### config.mk
export PLATFORM = sky130hd
export DESIGN_NAME = shift_unit_seq_flat
export DESIGN_NICKNAME = d
export VERILOG_FILES = /design/src/rtl/shift_pkg.sv /design/src/rtl/shift_unit_seq_if.sv /design/src/rtl/shift_unit_seq_src_select_n.sv /design/src/rtl/shift_unit_seq.sv /design/src/flat_wrapper.sv
export SDC_FILE = /design/constraint.sdc
export NUM_CORES = 1
export LEC_CHECK = 0
export BUFFER_PORTS_ARGS = -buffer_cell sky130_fd_sc_hd__buf_2
export CAP_MARGIN = 20
export CORE_AREA = 2 2 113 115
export CTS_CLUSTER_DIAMETER = 60
export DETAILED_ROUTE_END_ITERATION = 16
export DIE_AREA = 0 0 115 117
export SYNTH_ARGS = -nofsm -noshare
export SYNTH_HDL_FRONTEND = slang
export SYNTH_HIERARCHICAL = 1
export SYNTH_SLANG_ARGS = --single-unit
### constraint.sdc
create_clock -name clk -period 2.4 [get_ports clk]
set_clock_uncertainty 0.2 [all_clocks]
set_input_delay 0.48 -clock clk [delete_from_list [all_inputs] [get_ports clk]]
set_output_delay 0.48 -clock clk [all_outputs]
set_load 0.005 [all_outputs]
### src/rtl/shift_pkg.sv
// Shared encodings for the sequential shift unit.
// Macro SHIFT_UNIT_ROTATE_EN makes ops 100/101 count as rotates.
package shift_pkg;

    localparam logic [2:0] OP_LOAD = 3'b000;
    localparam logic [2:0] OP_SLL  = 3'b001;
    localparam logic [2:0] OP_SRL  = 3'b010;
    localparam logic [2:0] OP_SRA  = 3'b011;
    localparam logic [2:0] OP_ROR  = 3'b100;
    localparam logic [2:0] OP_ROL  = 3'b101;

    typedef enum logic [1:0] {
        S_IDLE  = 2'd0,
        S_SHIFT = 2'd1,
        S_DONE  = 2'd2
    } state_t;

    // Ops that iterate shamt times; everything else completes like LOAD.
    function automatic logic op_counts(input logic [2:0] op);
        logic r;
        r = 1'b0;
        case (op)
            OP_SLL, OP_SRL, OP_SRA: r = 1'b1;
`ifdef SHIFT_UNIT_ROTATE_EN
            OP_ROR, OP_ROL:         r = 1'b1;
`endif
            default:                r = 1'b0;
        endcase
        return r;
    endfunction

endpackage

### src/rtl/shift_unit_seq_if.sv
// Request/result bundle of the sequential shift unit.
interface shift_unit_seq_if #(
    parameter int WIDTH   = 32,
    parameter int NUM_SRC = 3,
    parameter int AMT_W   = 5
);
    localparam int SEL_W = (NUM_SRC > 1) ? $clog2(NUM_SRC) : 1;

    logic                     start;
    logic [SEL_W-1:0]         src_sel;
    logic [NUM_SRC*WIDTH-1:0] src_data;
    logic [2:0]               op;
    logic [AMT_W-1:0]         shamt;
    logic                     busy;
    logic                     done;
    logic [WIDTH-1:0]         result;
    logic                     sel_err;

    modport master (
        output start, src_sel, src_data, op, shamt,
        input  busy, done, result, sel_err
    );

    modport slave (
        input  start, src_sel, src_data, op, shamt,
        output busy, done, result, sel_err
    );
endinterface

### src/rtl/shift_unit_seq_src_select_n.sv
// N-way operand selector; an out-of-range index yields zero and raises err_o.
module src_select_n #(
    parameter int WIDTH   = 32,
    parameter int NUM_SRC = 3,
    parameter int SEL_W   = 2
) (
    input  logic [SEL_W-1:0]         sel_i,
    input  logic [NUM_SRC*WIDTH-1:0] data_i,
    output logic [WIDTH-1:0]         data_o,
    output logic                     err_o
);

    logic hit_s;

    // AND-OR mux over all legal indices; no match leaves the zero default.
    always_comb begin
        data_o = {WIDTH{1'b0}};
        hit_s  = 1'b0;
        for (int k = 0; k < NUM_SRC; k++) begin
            data_o = data_o | ({WIDTH{sel_i == SEL_W'(k)}} & data_i[k*WIDTH +: WIDTH]);
            hit_s  = hit_s | (sel_i == SEL_W'(k));
        end
        err_o = ~hit_s;
    end

endmodule

### src/rtl/shift_unit_seq.sv
// Sequential 1-bit-per-cycle shifter with operand select and start/done handshake.
// Macro SHIFT_UNIT_ROTATE_EN adds ROR/ROL; otherwise those ops act as LOAD.
module shift_unit_seq
    import shift_pkg::*;
#(
    parameter int WIDTH   = 32,
    parameter int NUM_SRC = 3,
    parameter int AMT_W   = 5
) (
    input logic            clk,
    input logic            rst_n,
    shift_unit_seq_if.slave bus
);

    localparam int SEL_W = (NUM_SRC > 1) ? $clog2(NUM_SRC) : 1;

    state_t             state_q, state_d;
    logic [WIDTH-1:0]   result_q, result_d;
    logic [AMT_W-1:0]   cnt_q, cnt_d;
    logic [2:0]         op_q, op_d;
    logic               err_q, err_d;
    logic               busy_q, busy_d;
    logic               done_q, done_d;
    logic               sel_err_q, sel_err_d;
    logic [WIDTH-1:0]   sel_data_s;
    logic               sel_bad_s;

    src_select_n #(
        .WIDTH   (WIDTH),
        .NUM_SRC (NUM_SRC),
        .SEL_W   (SEL_W)
    ) u_sel (
        .sel_i  (bus.src_sel),
        .data_i (bus.src_data),
        .data_o (sel_data_s),
        .err_o  (sel_bad_s)
    );

    function automatic logic [WIDTH-1:0] shift_step(input logic [WIDTH-1:0] r,
                                                    input logic [2:0] op);
        logic [WIDTH-1:0] n;
        case (op)
            OP_SLL:  n = {r[WIDTH-2:0], 1'b0};
            OP_SRL:  n = {1'b0, r[WIDTH-1:1]};
            OP_SRA:  n = {r[WIDTH-1], r[WIDTH-1:1]};
`ifdef SHIFT_UNIT_ROTATE_EN
            OP_ROR:  n = {r[0], r[WIDTH-1:1]};
            OP_ROL:  n = {r[WIDTH-2:0], r[WIDTH-1]};
`endif
            default: n = r;
        endcase
        return n;
    endfunction

    // State and datapath registers; reset aborts any operation in flight.
    always_ff @(posedge clk or negedge rst_n) begin
        if (!rst_n) begin
            state_q   <= S_IDLE;
            result_q  <= {WIDTH{1'b0}};
            cnt_q     <= {AMT_W{1'b0}};
            op_q      <= OP_LOAD;
            err_q     <= 1'b0;
            busy_q    <= 1'b0;
            done_q    <= 1'b0;
            sel_err_q <= 1'b0;
        end else begin
            state_q   <= state_d;
            result_q  <= result_d;
            cnt_q     <= cnt_d;
            op_q      <= op_d;
            err_q     <= err_d;
            busy_q    <= busy_d;
            done_q    <= done_d;
            sel_err_q <= sel_err_d;
        end
    end

    // Next state: accept in IDLE/DONE, iterate in SHIFT until the count drains.
    always_comb begin
        state_d  = state_q;
        result_d = result_q;
        cnt_d    = cnt_q;
        op_d     = op_q;
        err_d    = err_q;
        case (state_q)
            S_IDLE, S_DONE: begin
                if (bus.start) begin
                    state_d  = S_SHIFT;
                    result_d = sel_data_s;
                    err_d    = sel_bad_s;
                    op_d     = bus.op;
                    cnt_d    = op_counts(bus.op) ? bus.shamt : {AMT_W{1'b0}};
                end else begin
                    state_d  = S_IDLE;
                end
            end
            S_SHIFT: begin
                if (cnt_q != {AMT_W{1'b0}}) begin
                    cnt_d    = cnt_q - {{(AMT_W-1){1'b0}}, 1'b1};
                    result_d = shift_step(result_q, op_q);
                end else begin
                    state_d  = S_DONE;
                end
            end
            default: state_d = S_IDLE;
        endcase
    end

    // Status flags are decoded from the upcoming state so they leave flops.
    always_comb begin
        busy_d    = (state_d == S_SHIFT);
        done_d    = (state_d == S_DONE);
        sel_err_d = (state_d == S_DONE) ? err_d : 1'b0;
    end

    assign bus.busy    = busy_q;
    assign bus.done    = done_q;
    assign bus.sel_err = sel_err_q;
    assign bus.result  = result_q;

endmodule
### src/flat_wrapper.sv
// flat-port wrapper written by rule: the top's interface ports become plain ports
module shift_unit_seq_flat import shift_pkg::*;
#(
    parameter int WIDTH   = 32,
    parameter int NUM_SRC = 3,
    parameter int AMT_W   = 5
)
  (clk, rst_n, bus_start, bus_src_sel, bus_src_data, bus_op, bus_shamt, bus_busy, bus_done, bus_result, bus_sel_err);
  shift_unit_seq_if #(.WIDTH(WIDTH), .NUM_SRC(NUM_SRC), .AMT_W(AMT_W)) bus_i ();
  input logic clk;
  input logic rst_n;
  input wire logic [$bits(bus_i.start)-1:0] bus_start;
  input wire logic [$bits(bus_i.src_sel)-1:0] bus_src_sel;
  input wire logic [$bits(bus_i.src_data)-1:0] bus_src_data;
  input wire logic [$bits(bus_i.op)-1:0] bus_op;
  input wire logic [$bits(bus_i.shamt)-1:0] bus_shamt;
  output wire logic [$bits(bus_i.busy)-1:0] bus_busy;
  output wire logic [$bits(bus_i.done)-1:0] bus_done;
  output wire logic [$bits(bus_i.result)-1:0] bus_result;
  output wire logic [$bits(bus_i.sel_err)-1:0] bus_sel_err;
  assign bus_i.start = bus_start;
  assign bus_i.src_sel = bus_src_sel;
  assign bus_i.src_data = bus_src_data;
  assign bus_i.op = bus_op;
  assign bus_i.shamt = bus_shamt;
  assign bus_busy = bus_i.busy;
  assign bus_done = bus_i.done;
  assign bus_result = bus_i.result;
  assign bus_sel_err = bus_i.sel_err;
  shift_unit_seq #(.WIDTH(WIDTH), .NUM_SRC(NUM_SRC), .AMT_W(AMT_W)) u_core (.clk(clk), .rst_n(rst_n), .bus(bus_i));
endmodule
==> metrics.txt, run 1 <==
GR Layer Usage met1 between 10% and 20%; P_int approximately 3200 uW; initial core utilization roughly 29%; WS Path Type reg -> reg; Static Leak between 0.002 and 0.0025 uW; GR Util met3 between 2 and 3%; Max-cap violations 0; Netlist Area Pre-Place around 3600 um^2; GRT busiest layer met2; DIE AREA between 10000 and 15000 um^2; peak supply drop 0.589 mV; Post-synth EDFFs 0; crit path launch type register; actual slew at the worst max-slew pin 580 ps; top cells by count, synth 62 x mux2i_1, 46 x dfrtp_1, 44 x nand2_1, 31 x o21ai_0; die width between 100 and 150 um; io pins about 140; share of power burned in combinational logic a little under three fifths; GRT Total Usage a little over an eighth; largest net degree at the start of global routing between 40 and 50; total number of vias roughly 2900; Distinct cells, synth 41; Sw Share 38.5%; non-filler cells, final around 610; # clock sinks 46; Pre-antenna DRT Iters 4; Final min period 2130 ps; Setup crit end kind register; IO Port Bufs between 100 and 150; Main synth FF type dfrtp_1; hold_ws -14.0 ps; insertion delay to the later sink of the worst-skew pair 290 ps; crit-path cells inv_1 -> ha_1 -> nand4bb_4 -> nor3_4 -> o21bai_4 -> buf_12 -> mux2_2; Synth Net Count 430; crit share post-route about 90%; routability cong. between 0.7 and 0.8; area grow syn2layout 26.3%; Synth Instances 320; syn_area_per_cell approximately 11 um^2; synthesis-stage register bit count between 40 and 50; total power ~5300 uW; antenna violations before repair 0; DIE HEIGHT about 120 um; met2 usage roughly a quarter; number of global-route vias before repair between 2000 and 3000; Setup violations, final 0; critical path arrival about 2100 ps; Ys Warns 6; Final Hold Vio Count 23; share of cells above drive strength 1 51.2%; sequential share of power roughly 29%; Max Freq approximately 470 MHz; Rel. slew slack 61.3%; CTS tree yes; CP max stage delay between 300 and 400 ps; clock slew at reported path FFs approximately 70 ps; Setup WS post-layout 271 ps; drt drc 0; Cells after DPL 597; # hold bufs at CTS 0; CP Max Fanout 31; initial DRC count 88; status finished, violations left; Rows between 40 and 50; Antenna Cells 0; Detailed Place HPWL 7.01 mm; post-synth top area share 31.8%; failing checks hold timing; maximum clock insertion buffer count 2; vias per cell between 4 and 5; Num CTS Buffers 5; routed wire length roughly 9.3 mm; setup TNS 0 ps; Place WS around 190 ps; Post-CTS Setup Bufs 0; Slowest cell on crit path dfrtp_1; Worst Hold Class in -> async; nets 564; FILL cells 1246; Final ANT Viol Nets 0; post-CTS sizing 0; power density over the cells between 1000 and 1500 nW/um^2; largest delay contributor family on the critical path flip-flops; WP buf/inv 2; Slew Limit Fails 0; # H-tree levels 2; largest area contributor in the netlist dfrtp_1; Placed Area 4400 um^2; clock share of power 15.4%; total grt overflow 0; Core ar. approximately 12000 um^2; first-pass GRT wire length approximately 15 mm; synth top area cells dfrtp_1 32%, mux2i_1 17%, mux2_4 12%; Routed wire per std cell between 15 and 20 um; critical path required time approximately 2400 ps; Finished Cell Area between 4000 and 5000 um^2; sequential share of the synthesized area about a third; count leader, synth mux2i_1; Post-synth ARST share 100%; Psw 2030 uW; RSZ-0062 raised after global routing false; Clock Tree Root clkbuf_16
==> metrics by stage <==
stage / util (%) / hold WS, ps
floorplan: - / -15.6
global placement: 35.8 / 252
detailed placement: 35.8 / 258
CTS: 37.1 / 4.07
global route: 37.1 / 23.4
finish: 37.1 / -14.0
==> cells by family after synthesis <==
group / count (synthesis) / share of synthesized area [%]
and+or+nand+nor: 70 / 9.64
adders and majority gates: 1 / 0.345
muxes: 93 / 29.9
buffers and inverters: 29 / 7.29
xor gates and xnor gates: 2 / 0.484
DFF: 46 / 31.8
AOI/OAI and AO/OA: 79 / 20.6
==> registers in the layout, summed over array words and instances (netlist names) <==
| register | cells |
|---|---|
| u_core/err_q | 1 |
| u_core/bus.done | 1 |
| u_core/state_q | 2 |
| u_core/bus.sel_err | 1 |
| u_core/bus.result | 32 |
| u_core/cnt_q | 5 |
| u_core/bus.busy | 1 |
| u_core/op_q | 3 |
==> worst reg2reg max path: stages, from the launching register on <==
cell,delay [ps]
dfrtp_1,390
inv_1,80
ha_1,230
nand4bb_4,150
nor3_4,170
o21bai_4,160
buf_12,260
mux2_2,370
==> final timing paths <==
kind	end	slack [ps]	cells past startpoint	startpoint
worst max-delay path	u_core/bus.result[6]	270	7	u_core/cnt_q[0]
worst min-delay path	u_core/cnt_q[0]	-10	1	rst_n
worst max register to register	u_core/bus.result[6]	270	7	u_core/cnt_q[0]
worst min register to register	u_core/err_q	290	2	u_core/err_q
max in group asynchronous	u_core/bus.result[10]	1400	2	rst_n
min in group clk	u_core/op_q[1]	200	3	bus_op[1]
==> power by group through the flow <==
stage | registers [uW] | logic, uW | clock network (uW)
floorplan | 1460 | 2320 | 0
global placement | 1540 | 2880 | 0
detailed placement | 1550 | 2950 | 0
CTS | 1540 | 2960 | 842
global route | 1590 | 3200 | 868
finish | 1530 | 2930 | 813
==> area by class of cell <==
class / instances / area (um^2) / area share [%]
clock inverter: 3 / 43.8 / 0.958
multi-input combinational: 245 / 2210 / 48.3
tap: 150 / 188 / 4.10
inverter: 2 / 7.51 / 0.164
sequential: 46 / 1150 / 25.2
clock buffer: 5 / 125 / 2.74
timing repair buffer: 154 / 848 / 18.5
==> metal layers <==
metal,vias up,part of all wire (%)
met5,-,0
met4,0,0.31
met3,2,5.4
met2,97,48
met1,1365,46
li1,1435,-
==> cells in the final DEF (no fill, tap or decap), drive strengths merged, types with 2 or more instances in the layout <==
cell       n
dfrtp     46
inv        3
nand2b     3
a21oi      6
o2bb2ai   32
mux2i     62
mux2      31
and2       2
a22oi      2
nor2      10
nor2b      2
nand2     44
clkbuf     5
nor3       5
o21ai     33
buf      154
Note: power is estimated with default switching activity, not from simulation.
==> run 2, diff against run 1 <==
--- a/config.mk
+++ b/config.mk
@@ -13,2 +13,3 @@
 export DIE_AREA = 0 0 115 117
+export RECOVER_POWER = 100
 export SYNTH_ARGS = -nofsm -noshare
==> constraint.sdc (replaced) <==
create_clock -name clk -period 2.4 [get_ports clk]
set_clock_uncertainty 0.2 [all_clocks]
set_input_delay 0 -clock clk [delete_from_list [all_inputs] [get_ports clk]]
set_output_delay 0 -clock clk [all_outputs]
set_load 0.005 [all_outputs]
==> metrics.txt, run 2 (synthesis results as in run 1) <==
Max-cap violations 0 (unchanged); Setup violations, final 0 (unchanged); setup TNS 0 ps (unchanged); maximum clock insertion buffer count 2 (unchanged); Slowest cell on crit path dfrtp_1; status finished, violations left; hold depth 5; Largest register FFs 32 (unchanged); largest net degree at the start of global routing 46 (unchanged); area grow syn2layout 32.3%; share of power burned in combinational logic 51.8% (-3.8 points); Setup crit end kind register; WS Path Type reg -> reg; Final Hold Vio Count 4 (-83%); CTS tree yes; Worst Hold Class in -> reg; Routed wire per std cell 14.7 um (-4.3%); Pre-antenna DRT Iters 4 (unchanged); number of global-route vias before repair 3223 (+10%); power density over the cells 997 nW/um^2 (-13%); CP max stage delay 390 ps (about the same); failing checks hold timing; # H-tree levels 2 (unchanged); # clock sinks 46 (unchanged); Clock Tree Root clkbuf_16; Final ANT Viol Nets 0 (unchanged); WP buf/inv 2 (unchanged); die width 115 um (unchanged); CP Max Fanout 31 (unchanged); FF-to-FF End u_core/bus.result[21]; peak supply drop 0.602 mV (+2.2%); Sw Share 40.2% (+1.7 points); insertion delay to the later sink of the worst-skew pair 280 ps (about the same); total grt overflow 0 (unchanged); reg2reg path depth 7 (unchanged); nets 602 (+6.7%); share of cells above drive strength 1 33.5% (-18 points); DIE HEIGHT 117 um (unchanged); crit-path cells inv_1 -> ha_1 -> nand4bb_4 -> nor3_4 -> o21bai_1 -> buf_12 -> mux2_1; GRT Total Usage 14.1% (+0.49 points); worst hold endpoint u_core/bus.result[29]; Core ar. 12300 um^2 (unchanged); most common cell after layout, fill and taps aside buf_2; crit share post-route 90.1% (+1.3 points); io pins 144 (unchanged); Antenna Cells 0 (unchanged); Post-CTS Setup Bufs 0 (unchanged); HP Start bus_src_data[61]; clock slew at reported path FFs 70 ps (about the same); # hold bufs at CTS 41 (+41); total number of vias 3047 (+5.1%); drt drc 0 (unchanged); sequential share of power 31.8% (+2.8 points); Max Freq 463 MHz (-1.5%); actual slew at the worst max-slew pin 902 ps (+322 ps); Layout Utilization 38.9% (+1.8 points); Rel. slew slack 39.9% (-21 points); Setup WS post-layout 238 ps (-32.3 ps); Rows 41 (unchanged); first-pass GRT wire length 15.2 mm (+3.7%); crit path launch type register; DIE AREA 13500 um^2 (unchanged); routability cong. 0.739 (-2.8%); Psw 1920 uW (-5.3%); RSZ-0062 raised after global routing false; Static Leak 0.00229 uW (-3.1%); Place WS 270 ps (+77.0 ps); initial DRC count 93 (+5.7%); Num CTS Buffers 5 (unchanged); largest delay contributor family on the critical path flip-flops; P_int 2860 uW (-12%); RR Startpoint u_core/cnt_q[0]; vias per cell 4.74 (-1.1%); Slew Limit Fails 0 (unchanged); Final min period 2160 ps (+32.3 ps); clock share of power 16.4% (+1.0 points); routed wire length 9.44 mm (+1.7%); initial core utilization 29.4% (unchanged); antenna violations before repair 0 (unchanged); r2r setup slk 240 ps (-30 ps); IO Port Bufs 143 (unchanged); hold_ws -22.9 ps (-8.91 ps); post-CTS sizing 0 (unchanged); highest-count cells in the layout ignoring fill and taps 110 x buf_2, 62 x mux2i_1, 46 x dfrtp_1; Detailed Place HPWL 6.81 mm (-2.9%); critical path arrival 2120 ps (about the same); critical path required time 2360 ps (-20 ps)
-- run 2: cell count changes in the layout (fill, tap and decap cells not counted), moves of 4 or more --
cell           delta
dlygate4sd3_1    +41
clkbuf_1         +34
buf_2            -33
mux2_1           +28
mux2_4           -28
buf_4             -4
-- run 2: power by group through the flow --
stage,sequential [uW],clock [uW],combinational (uW)
floorplan,1460,0,2320
global placement,1530,0,2880
detailed placement,1530,0,2950
CTS,1530,808,3020
global route,1580,835,2760
finish,1520,784,2480
-- run 2: final cells by class --
class,count,area [um^2]
Inverter,2,7.51
Sequential cell,46,1150
Fill cell,1259,7520
Clock inverter,2,37.5
Tap cell,150,188
Timing Repair Buffer,192,1190
Clock buffer,6,129
Multi-Input combinational cell,245,2090
-- run 2: per-stage QoR --
step	total power, uW	hold WS, ps	instances	instance area (um^2)
2_1_floorplan	3780	-496	320	3620
3_3_place_gp	4400	-68.3	594	4380
3_5_place_dp	4480	-57.8	594	4380
4_1_cts	5350	1.06	643	4960
5_1_grt	5180	-0.746	643	4790
6_report	4780	-22.9	643	4790
-- run 2: how the worst max path moves through the flow --
stage                          startpoint                     to  cells after the start
after CTS                 u_core/cnt_q[0]   u_core/bus.result[6]                      7
after detailed placement  u_core/cnt_q[0]   u_core/bus.result[6]                      7
after floorplan           u_core/cnt_q[0]  u_core/bus.result[10]                      7
after global placement    u_core/cnt_q[0]   u_core/bus.result[6]                      7
final                     u_core/cnt_q[0]  u_core/bus.result[21]                      7
after global routing      u_core/cnt_q[0]   u_core/bus.result[0]                      7
-- run 2: metal layers --
metal	global-route usage [%]	part of all wire (%)
met1	16.4	44
met4	3.13	0.66
met5	0	0
met3	3.30	6.2
met2	26.5	50
-- run 2: tightest hold or removal path: cells and delay by family --
| kind | cells | cell delay, ps |
|---|---|---|
| AO/OA/AOI/OAI | 2 | 160 |
| buffers and inverters | 1 | 90 |
| multiplexers | 1 | 130 |
| AND/OR/NAND/NOR | 1 | 40 |
